==> src/rtl/j1_irq_ctrl.sv <==
// j1_irq_ctrl: prioritising interrupt controller for the j1 core, IO-mapped at BASE.
// Ports: clk, resetq (async low), irq_src[NSRC], io_rd/io_wr/io_addr/io_wdata in,
//        io_rdata (0 when not selected), interrupt_request (registered).
module j1_irq_ctrl #(
    parameter int          NSRC = 8,
    parameter int          SYNC = 2,
    parameter logic [15:0] BASE = 16'h0100
) (
    input  logic            clk,
    input  logic            resetq,
    input  logic [NSRC-1:0] irq_src,
    input  logic            io_rd,
    input  logic            io_wr,
    input  logic [15:0]     io_addr,
    input  logic [15:0]     io_wdata,
    output logic [15:0]     io_rdata,
    output logic            interrupt_request
);

    logic [NSRC-1:0] sync_q [SYNC];
    logic [NSRC-1:0] s;
    logic [NSRC-1:0] prev;
    logic [NSRC-1:0] rise;
    logic [NSRC-1:0] pending;
    logic [NSRC-1:0] pending_nxt;
    logic [NSRC-1:0] enable;
    logic [NSRC-1:0] edge_mode;

    logic            sel;
    logic [2:0]      rsel;
    logic [NSRC-1:0] wbits;
    logic            wr_pend;
    logic            wr_en;
    logic            wr_edge;
    logic            wr_force;
    logic            rd_cause;

    logic [NSRC-1:0] pe;
    logic [NSRC-1:0] cause_onehot;
    logic [3:0]      cause_idx;
    logic            cause_valid;
    logic [NSRC-1:0] ack;
    logic [NSRC-1:0] w1c;
    logic [NSRC-1:0] force_set;
    logic [NSRC-1:0] to_edge;
    logic [15:0]     rdata_mux;
    logic            unused_bits;

    assign unused_bits = ^{io_addr[0], io_wdata};

    always_ff @(posedge clk or negedge resetq) begin
        if (!resetq) begin
            for (int i = 0; i < SYNC; i++) sync_q[i] <= '0;
        end else begin
            sync_q[0] <= irq_src;
            for (int i = 1; i < SYNC; i++) sync_q[i] <= sync_q[i-1];
        end
    end

    assign s    = sync_q[SYNC-1];
    assign rise = s & ~prev;

    assign sel      = (io_rd | io_wr) && (io_addr[15:4] == BASE[15:4]);
    assign rsel     = io_addr[3:1];
    assign wbits    = io_wdata[NSRC-1:0];
    assign wr_pend  = io_wr && sel && (rsel == 3'd0);
    assign wr_en    = io_wr && sel && (rsel == 3'd1);
    assign wr_edge  = io_wr && sel && (rsel == 3'd2);
    assign wr_force = io_wr && sel && (rsel == 3'd4);
    assign rd_cause = io_rd && sel && (rsel == 3'd3);

    // Lowest index of PENDING & ENABLE wins.
    always_comb begin
        pe           = pending & enable;
        cause_onehot = '0;
        cause_idx    = '0;
        cause_valid  = 1'b0;
        for (int i = 0; i < NSRC; i++) begin
            if (pe[i] && !cause_valid) begin
                cause_valid     = 1'b1;
                cause_onehot[i] = 1'b1;
                cause_idx       = 4'(i);
            end
        end
    end

    assign ack       = (rd_cause ? cause_onehot : '0) & edge_mode;
    assign w1c       = wr_pend ? wbits : '0;
    assign force_set = wr_force ? wbits : '0;
    // Bits switching level->edge this cycle keep their pending value.
    assign to_edge   = wr_edge ? (wbits & ~edge_mode) : '0;

    always_comb begin
        pending_nxt = pending;
        for (int i = 0; i < NSRC; i++) begin
            if (to_edge[i])
                pending_nxt[i] = pending[i];
            else if (!edge_mode[i])
                pending_nxt[i] = s[i];
            else if (rise[i] || force_set[i])
                pending_nxt[i] = 1'b1;
            else if (w1c[i] || ack[i])
                pending_nxt[i] = 1'b0;
        end
    end

    always_ff @(posedge clk or negedge resetq) begin
        if (!resetq) begin
            prev              <= '0;
            pending           <= '0;
            enable            <= '0;
            edge_mode         <= '0;
            interrupt_request <= 1'b0;
        end else begin
            prev              <= s;
            pending           <= pending_nxt;
            interrupt_request <= |(pending & enable);
            if (wr_en)   enable    <= wbits;
            if (wr_edge) edge_mode <= wbits;
        end
    end

    always_comb begin
        rdata_mux = '0;
        case (rsel)
            3'd0:    rdata_mux = 16'(pending);
            3'd1:    rdata_mux = 16'(enable);
            3'd2:    rdata_mux = 16'(edge_mode);
            3'd3:    rdata_mux = {cause_valid, 11'b0, cause_idx};
            default: rdata_mux = '0;
        endcase
    end

    assign io_rdata = (io_rd && sel) ? rdata_mux : 16'h0000;

endmodule

==> config.mk <==
export PLATFORM = sky130hd
export DESIGN_NAME = j1_irq_ctrl
export DESIGN_NICKNAME = d
export VERILOG_FILES = /design/src/rtl/j1_irq_ctrl.sv
export SDC_FILE = /design/constraint.sdc
export NUM_CORES = 1
export LEC_CHECK = 0
export BUFFER_PORTS_ARGS = -buffer_cell sky130_fd_sc_hd__buf_4
export CAP_MARGIN = 15
export CORE_MARGIN = 2
export CORE_UTILIZATION = 30
export DETAILED_ROUTE_END_ITERATION = 10
export PLACE_DENSITY_LB_ADDON = 0.08
export SYNTH_ARGS = -nofsm -noshare
export SYNTH_HDL_FRONTEND = slang
export SYNTH_SLANG_ARGS = --single-unit
==> constraint.sdc <==
create_clock -name clk -period 3.5 [get_ports clk]
set_input_delay 0.7 -clock clk [delete_from_list [all_inputs] [get_ports clk]]
set_output_delay 0.7 -clock clk [all_outputs]
set_load 0.05 [all_outputs]
==> reports/qor.yml <==
syn_avg_cell_area_um2: 10.45
drc: 0
antenna_cells: 0
syn_to_final_growth_pct: 19.77
final_common_cell: "dfrtp_1"
detail-route-antenna-nets: 0
synth-seq-cells: 49
die_h_um: 94.48
synth-edff-count: 0
grt_pass1_wl_um: 9701
min_path_type: "reg2reg"
track_usage: 0.1426
dieArea_um2: 8926
worst-path-stages: 5
reg2reg_setup_slack_ps: 1480
p_leak_nw: 1.353
cts.htree.levels: 2
drt_pass1_iterations: 4
cp_data_arrival_time_ps: 2400
port_buffers: 44
path_delay_family: "compound AO/OA/AOI/OAI gates"
worstPathMaxFanout: 6
tns_ps: 0
finalCritPeriodShare: 0.8859
crit_path_start_kind: "register"
p_per_area_nw_per_um2: 351.2
via_per_inst: 4.979
crit_type: "reg2out"
whs_path_depth: 0
yosys.cell_types.count: 48
status: "finished clean"
path_cells: "a222oi_1, and2_4, nand3b_1, a311oi_1, buf_4"
slew_headroom: 0.5425
grt_max_degree: 50
synth_flop_cell: "dfrtp_1"
rows: 33
grt_setup_unrepaired: "no"
drtIter0Drc: 116
ios: 61
clkLatencyLatePin_ps: 300
clock.fmax_mhz: 322.5
cap_violations: 0
path_buf_inv: 1
slew_viol_final: 0
drive_above_1_share: 0.2607
cp_data_required_time_ps: 2800
post_cts_resized: 0
core-area_um2: 8093
tritoncts: "yes"
nets: 323
cts_hold_buf: 0
initial_utilization: 0.3035
cpMaxStageDelayCell: "a222oi_1"
synth_sequential_area_ratio: 0.4992
fin_skew_ps: 4.114
die_width_um: 94.48
slowest_delay_ps: 670
gp_congestion: 0.8005
overflow: 0
cts_buffer_depth: 2
cts_setup_buffers: 0
drt-total-wl_um: 5992
numCtsBuffers: 5
synth_area_um2: 2456
grt_pass1_vias: 1841
clock_sinks: 49
path_clk_slew_ps: 90
antenna_found_initial: 0
setup.worst_path.end_class: "output port"
reg2reg_depth: 5
fin_crit_ps: 3101
vias: 1917
setup_viol: 0
fill_cells: 856
async_reset_ff_frac: 1.000
cts-root-buf: "clkbuf_8"
place_hpwl_um: 4267
total_power_mw: 1.033
final_cell_mix: "dfrtp_1 (49), buf_4 (46), nand2_1 (37), a21oi_1 (17), nor2_1 (12)"
hold_viol: 0
worst_pin_slew_ps: 686.3
ir_worst_vdd_mv: 0.1484
ys_warn_count: 0
drt-wirelength-per-cell_um: 15.56
synth_cells: 235
==> sequential cells by signal, summed over array words and instances (netlist names) <==
name               flops
s                      8
pending                8
prev                   8
interrupt_request      1
sync_q                 8
enable                 8
edge_mode              8
==> synthesized netlist by cell type, drive strengths merged, types with 5 or more instances <==
| library cell | number | area (um^2) |
|---|---|---|
| a21oi | 17 | 85.08 |
| mux2i | 10 | 100.1 |
| inv | 7 | 26.28 |
| buf | 12 | 85.08 |
| dfrtp | 49 | 1226 |
| o21ai | 7 | 35.03 |
| nor2 | 12 | 45.04 |
| nand4 | 7 | 43.79 |
| nand2 | 38 | 145.1 |
| mux2 | 10 | 112.6 |
| and2 | 5 | 33.79 |
| a22oi | 5 | 42.54 |
==> worst register-to-register path: stages, from the launching register on <==
cell,delay (ps)
dfrtp_1,440
a222oi_1,670
and2_4,290
a41oi_2,120
a22oi_2,220
mux2i_1,210
==> metrics by stage <==
stage	setup WS, ps	instances	utilization	hold WS, ps	cell area [um^2]
detailed placement	689.7	377	0.3533	335.6	2859
CTS	327.8	385	0.3635	356.9	2942
global route	166.1	385	0.3635	365.3	2942
floorplan	171.5	241	-	331.2	2479
global placement	693.8	377	0.3533	332.1	2859
finish	399.5	385	0.3635	354.7	2942
==> routing by layer <==
metal	vias up	global-route usage	part of all wire
met5	-	0	0
met4	0	0.04348	0.012
met3	6	0.02394	0.062
met2	63	0.2190	0.45
met1	922	0.2061	0.48
li1	926	-	-
==> cell families (layout without fill, tap and decap cells) <==
kind of cell	Yosys count	count (layout)	share of synthesized area
other cells	1	7	0.001527
buf+inv	22	61	0.04992
flops	49	49	0.4992
compound gates	52	52	0.1483
simple gates	91	91	0.2145
mux	20	20	0.08660
==> path summary, 6_finish.rpt <==
path | start | to
setup / recovery | pending[0] | io_rdata[2]
hold / removal | sync_q[14] | s[6]
setup reg to reg | pending[0] | pending[6]
hold reg to reg | sync_q[14] | s[6]
max in group asynchronous | resetq | enable[0]
min in group asynchronous | resetq | sync_q[15]
==> report_power, final <==
part           internal, mW  total (mW)  switching (mW)
logic                0.0437       0.106          0.0625
registers             0.585       0.598          0.0127
clock network         0.139       0.329           0.190
total                 0.768        1.03           0.265
==> area by class of cell <==
class	instances	area (um^2)	area share
clock inverters	2	10.01	0.003403
well taps	105	131.4	0.04466
multi-input cells	170	1130	0.3841
inverters	7	26.28	0.008932
repair buffers	46	345.3	0.1174
flip-flops and latches	49	1226	0.4168
clock buffers	6	72.57	0.02467
No activity file was read; power rests on OpenSTA's default activity.
